[src/rtl/memory_stage.sv]
// Memory stage: runs one EX/MEM request against a 16-bit synchronous data memory, splitting 32-bit PC stack traffic into two word accesses.
// Latency: 1 cycle with no access, 2 for a single write, 3 for a PC push or single read, 4 for a PC pop (accept edge to Valid_Out).
// Backpressure: Stall is high whenever the FSM is not IDLE; upstream buffers hold and Valid_In is ignored until it drops.
module memory_stage #(
  parameter int ADDR_W = 12,
  parameter int DATA_W = 16
) (
  input  logic              clk,
  input  logic              rst_n,
  input  logic              Valid_In,
  input  logic              MR,
  input  logic              MW,
  input  logic              WB,
  input  logic [2:0]        WB_Address,
  input  logic [31:0]       Data,
  input  logic [31:0]       Address,
  input  logic              Stack_PC,
  input  logic              Stack_Flags,
  input  logic [2:0]        Final_Flags,
  output logic [ADDR_W-1:0] Mem_Addr,
  output logic [DATA_W-1:0] Mem_Wdata,
  output logic              Mem_WE,
  output logic              Mem_RE,
  input  logic [DATA_W-1:0] Mem_Rdata,
  output logic              Stall,
  output logic              Valid_Out,
  output logic              WB_Out,
  output logic [2:0]        WB_Address_Out,
  output logic [DATA_W-1:0] WB_Data,
  output logic [31:0]       PC_Out,
  output logic              PC_Valid,
  output logic [2:0]        Flags_Out,
  output logic              Flags_Valid
);

  localparam logic [2:0] IDLE    = 3'd0;
  localparam logic [2:0] WR_HI   = 3'd1;
  localparam logic [2:0] WR_LO   = 3'd2;
  localparam logic [2:0] RD_LO   = 3'd3;
  localparam logic [2:0] RD_HI   = 3'd4;
  localparam logic [2:0] RD_WAIT = 3'd5;

  localparam logic [ADDR_W-1:0] ADDR_ONE = 1;

  logic [2:0]        state;
  logic              wb_r;
  logic [2:0]        wb_addr_r;
  logic [31:0]       data_r;
  logic [ADDR_W-1:0] addr_r;
  logic              stack_pc_r;
  logic              stack_flags_r;
  logic [2:0]        flags_r;
  logic [DATA_W-1:0] lo_r;

  logic [ADDR_W-1:0] addr_inc;
  logic [ADDR_W-1:0] addr_dec;
  logic [DATA_W-1:0] data_lo;
  logic [DATA_W-1:0] data_hi;
  logic [DATA_W-1:0] flags_word;

  // Only the low ADDR_W address bits select a memory word.
  logic unused_addr_hi;
  assign unused_addr_hi = ^Address[31:ADDR_W];

  // Stack neighbours wrap modulo the memory size by construction of the width.
  assign addr_inc   = addr_r + ADDR_ONE;
  assign addr_dec   = addr_r - ADDR_ONE;
  assign data_lo    = data_r[DATA_W-1:0];
  assign data_hi    = data_r[2*DATA_W-1:DATA_W];
  assign flags_word = {{(DATA_W-3){1'b0}}, flags_r};

  assign Stall = (state != IDLE);

  // Memory port is decoded from the state alone so a reset drops WE/RE at once.
  always_comb begin
    Mem_Addr  = '0;
    Mem_Wdata = '0;
    Mem_WE    = 1'b0;
    Mem_RE    = 1'b0;
    case (state)
      WR_HI: begin
        Mem_WE    = 1'b1;
        Mem_Addr  = addr_r;
        Mem_Wdata = data_hi;
      end
      WR_LO: begin
        Mem_WE    = 1'b1;
        Mem_Addr  = stack_pc_r ? addr_dec : addr_r;
        if (!stack_pc_r && stack_flags_r) Mem_Wdata = flags_word;
        else                              Mem_Wdata = data_lo;
      end
      RD_LO: begin
        Mem_RE   = 1'b1;
        Mem_Addr = addr_r;
      end
      RD_HI: begin
        Mem_RE   = 1'b1;
        Mem_Addr = addr_inc;
      end
      default: ;
    endcase
  end

  // Request capture, access sequencing and registered write-back results.
  always_ff @(posedge clk or negedge rst_n) begin
    if (!rst_n) begin
      state          <= IDLE;
      wb_r           <= 1'b0;
      wb_addr_r      <= '0;
      data_r         <= '0;
      addr_r         <= '0;
      stack_pc_r     <= 1'b0;
      stack_flags_r  <= 1'b0;
      flags_r        <= '0;
      lo_r           <= '0;
      Valid_Out      <= 1'b0;
      WB_Out         <= 1'b0;
      WB_Address_Out <= '0;
      WB_Data        <= '0;
      PC_Out         <= '0;
      PC_Valid       <= 1'b0;
      Flags_Out      <= '0;
      Flags_Valid    <= 1'b0;
    end else begin
      Valid_Out   <= 1'b0;
      PC_Valid    <= 1'b0;
      Flags_Valid <= 1'b0;
      case (state)
        IDLE: begin
          if (Valid_In) begin
            wb_r          <= WB;
            wb_addr_r     <= WB_Address;
            data_r        <= Data;
            addr_r        <= Address[ADDR_W-1:0];
            stack_pc_r    <= Stack_PC;
            stack_flags_r <= Stack_Flags;
            flags_r       <= Final_Flags;
            // A write wins over a simultaneous read.
            if (MW) begin
              state <= Stack_PC ? WR_HI : WR_LO;
            end else if (MR) begin
              state <= RD_LO;
            end else begin
              Valid_Out      <= 1'b1;
              WB_Out         <= WB;
              WB_Address_Out <= WB_Address;
              WB_Data        <= Data[DATA_W-1:0];
            end
          end
        end
        WR_HI: state <= WR_LO;
        WR_LO: begin
          state          <= IDLE;
          Valid_Out      <= 1'b1;
          WB_Out         <= wb_r;
          WB_Address_Out <= wb_addr_r;
          WB_Data        <= data_lo;
        end
        RD_LO: state <= stack_pc_r ? RD_HI : RD_WAIT;
        RD_HI: begin
          // Read data of RD_LO (the low word at A) is on Mem_Rdata now.
          lo_r  <= Mem_Rdata;
          state <= RD_WAIT;
        end
        RD_WAIT: begin
          state          <= IDLE;
          Valid_Out      <= 1'b1;
          WB_Out         <= wb_r;
          WB_Address_Out <= wb_addr_r;
          if (stack_pc_r) begin
            WB_Data  <= lo_r;
            PC_Out   <= {Mem_Rdata, lo_r};
            PC_Valid <= 1'b1;
          end else begin
            WB_Data <= Mem_Rdata;
            if (stack_flags_r) begin
              Flags_Out   <= Mem_Rdata[2:0];
              Flags_Valid <= 1'b1;
            end
          end
        end
        default: state <= IDLE;
      endcase
    end
  end

endmodule

[config.mk]
export PLATFORM = sky130hd
export DESIGN_NAME = memory_stage
export DESIGN_NICKNAME = d
export VERILOG_FILES = /design/src/rtl/memory_stage.sv
export SDC_FILE = /design/constraint.sdc
export NUM_CORES = 1
export LEC_CHECK = 0
export ABC_AREA = 1
export CAP_MARGIN = 20
export CORE_UTILIZATION = 35
export DETAILED_ROUTE_END_ITERATION = 10
export HOLD_SLACK_MARGIN = 0.03
export SLEW_MARGIN = 40
export SYNTH_ARGS = -nofsm -noshare
export SYNTH_HDL_FRONTEND = slang
export SYNTH_SLANG_ARGS = --single-unit
[constraint.sdc]
create_clock -name clk -period 4.9 [get_ports clk]
set_input_delay 0.735 -clock clk [delete_from_list [all_inputs] [get_ports clk]]
set_output_delay 0.735 -clock clk [all_outputs]
set_load 0.02 [all_outputs]
==> qor.csv <==
stage;metric;value;unit
clock_network;Reg clk slew, reported paths;0.06;ns
grt;grt met3 use;6.04;%
pwr;Pwr Total;6.31;mW
drt;post-detailed-route wirelength per cell;15.5;um
timing;RSZ-0062 raised after global routing;false;
yosys;Synthesized Nets;847;
pwr;VDD IR-drop max;0.422;mV
layout;Final nets;997;
grt;vias in the first global route;5393;
layout;commonest cells after routing, fill and taps aside;nand2_1 (231), clkdlybuf4s50_1 (161), dfrtp_1 (130);
clock_network;clock sink count;130;
clock_network;post-CTS sizing;0;
yosys;share of the synthesized area in the top cell type;51.8;%
die;I/O pins;183;
drt;routed via count;5515;
yosys;dominant cells by area after synthesis;dfrtp_1 (52%), nand2_1 (14%), mux2_2 (7.0%);
run_status;outcome;finished clean;
timing;FMAX;0.244;GHz
worst_setup_path;WS Path Type;reg -> out;
timing;setup TNS;0;ns
placement;port buffer count;162;
timing;Tcrit/Tclk final;83.7;%
layout;post-layout util;50.4;%
worst_setup_path;reg2reg start;state[1]$_DFFE_PN0P_;
placement;dpl hpwl;12.1;mm
worst_setup_path;slowest stage delay, CP;0.67;ns
layout;commonest non-fill, non-tap cell in the layout;nand2_1;
worst_setup_path;r2r worst-path depth;7;
worst_setup_path;worst-path maximum fanout;22;
yosys;Netlist cell types;31;
yosys;Avg Cell Area, Syn;8.37;um2
layout;share of cells above drive strength 1;10.6;%
pwr;sw power;2.52;mW
die;CORE AREA;17400;um2
yosys;Gate Count Post-Synth;751;
timing;Hold Vio Cnt, Final;0;
drt;first-pass iteration count of the detailed router;5;
worst_setup_path;CP required;4.16;ns
pwr;Cell Int Power;3.79;mW
drt;Antenna Nets Post-Route;0;
timing;post-layout min period;4.10;ns
clock_network;clk_lat worst skew;0.41;ns
worst_setup_path;Crit. End Element;output pin;
grt;routing usage on met2;32.9;%
grt;Total GRT Usage;20.3;%
pwr;Logic pwr share;47.8;%
clock_network;Max clock buf depth;2;
die;Starting Density;36.1;%
worst_hold_path;Hold Crit Class;in -> async;
worst_setup_path;cell chain of the critical path;clkinv_1, nor3_4, buf_4, nand2_1, o21ai_0, clkdlybuf4s50_1;
worst_setup_path;Critical Path AT;3.37;ns
clock_network;CTS buffer count;17;
timing;setup ws final;0.798;ns
die;Die Area;18500;um2
timing;final setup vio count;0;
worst_setup_path;CP startpoint;state[1]$_DFFE_PN0P_;
drt;first-iteration detailed-routing DRC count;307;
flow_run;max_cap viols;0;
yosys;Seq/Total Area, Yosys;51.8;%
clock_network;CTS root buf;clkbuf_16;
layout;ant diodes;0;
die;row cnt;48;
clock_network;CTS tree;done;
pwr;switch share;39.9;%
grt;pin count of the biggest net entering global routing;106;
timing;Worst-Margin Slew;0.768;ns
drt;Routed WL;17.7;mm
grt;first-pass GRT wire length;28.3;mm
pwr;Clk pwr share;21.5;%
clock_network;Hold Buf Count CTS;0;
grt;initial antenna violation count;0;
timing;Max Clock Skew;0.00752;ns
worst_setup_path;Critical-path top delay cell;clkdlybuf4s50_1;
placement;gpl congestion;0.850;
grt;gr ovfl total;0;
timing;max_slew headroom;48.7;%
yosys;synthesized area;6280;um2
worst_setup_path;CP startpoint kind;flip-flop;
yosys;Yosys top cell by area;dfrtp_1;
layout;P&R area growth vs syn;39.6;%
die;Die X;136;um
grt;GR peak layer;met2;
yosys;yosys warns;0;
timing;Max Slew Vio Count;0;
pwr;Pleak;4.01;nW
clock_network;H-tree levels;4;
clock_network;postcts setup bufs;0;
grt;met1 Resource Use GR;26.2;%
pwr;Flop pwr share;30.7;%
die;Vert. Die Dim;136;um
placement;Post-Place Setup Slack;1.56;ns
timing;worst hold margin;0.186;ns
drt;Via density;4.84;
pwr;power density over the cells;720;nW/um2
yosys;#FFs+latches synth;130;
drt;drt drc;0;
-- stage by stage --
step | cell area [um2] | cells
floorplan | 6280 | 751
global placement | 8070 | 1105
detailed placement | 8080 | 1105
CTS | 8710 | 1137
global route | 8770 | 1139
finish | 8770 | 1139
-- Yosys cell counts (all sizes together) --
cell type,count
a22oi,1
clkbuf,23
clkinv,1
ha,2
nand3,77
nand2,234
buf,19
nor3,5
o2111a,1
inv,47
nand4,3
dfrtp,130
o21ai,87
a21oi,19
o31ai,1
nor2,52
xor2,2
o211ai,3
o22ai,4
xnor2,1
mux2,39
-- sequential cells by signal (all words and copies together), names as in the netlist, 3 cells and up --
name,cells
data_r,32
addr_r,12
WB_Data,16
flags_r,3
Flags_Out,3
wb_addr_r,3
PC_Out,32
state,3
WB_Address_Out,3
lo_r,16
-- metal layers --
layer  wire, um  up-vias
li1           -     2774
met2       8390      143
met1       7990     2587
met4        149        0
met5          0        -
met3       1140       11
-- critical path, delay by kind of cell, from the launching register on --
kind,cells,cell delay (ns)
AO/OA/AOI/OAI,1,0.28
buffers and inverters,3,1.57
flip-flops,1,0.34
AND/OR/NAND/NOR,2,0.75
-- logic make-up (layout without fill, tap and decap cells) --
| kind of cell | Yosys count | after routing | synth area share, % |
|---|---|---|---|
| flip-flops | 130 | 130 | 51.8 |
| adder cells (fa/ha/maj) | 2 | 2 | 0.398 |
| multiplexers | 39 | 39 | 6.99 |
| buffers and inverters | 90 | 253 | 5.95 |
| AND/OR/NAND/NOR | 371 | 371 | 24.7 |
| AO/OA/AOI/OAI | 116 | 116 | 9.80 |
| XOR/XNOR | 3 | 3 | 0.418 |
-- power groups by stage --
| stage | combinational (mW) | sequential [mW] | clock, mW |
|---|---|---|---|
| floorplan | 1.57 | 2.12 | 0 |
| global placement | 2.97 | 1.94 | 0 |
| global route | 3.32 | 2.01 | 1.44 |
| finish | 3.02 | 1.94 | 1.36 |
| detailed placement | 3.01 | 1.94 | 0 |
| CTS | 3.02 | 1.94 | 1.39 |
-- final cells by class --
class	instances	area [um2]
Clock buffer	20	457
Clock inverter	12	181
Fill cell	1664	8640
Inverter	48	180
Multi-Input combinational cell	531	2670
Sequential cell	130	3250
Tap cell	225	282
Timing Repair Buffer	173	1750
-- final timing paths --
path	to	slack, ns
setup / recovery	Mem_Wdata[13]	0.80
hold / removal	lo_r[12]$_DFFE_PN0N_	0.19
setup reg to reg	WB_Address_Out[2]$_DFFE_PN0P_	2.16
hold reg to reg	PC_Out[14]$_DFFE_PN0P_	0.47
max in group asynchronous	data_r[24]$_DFFE_PN0P_	4.03
min in group clk	PC_Out[14]$_DFFE_PN0P_	0.47
No activity file was read; power rests on OpenSTA's default activity.
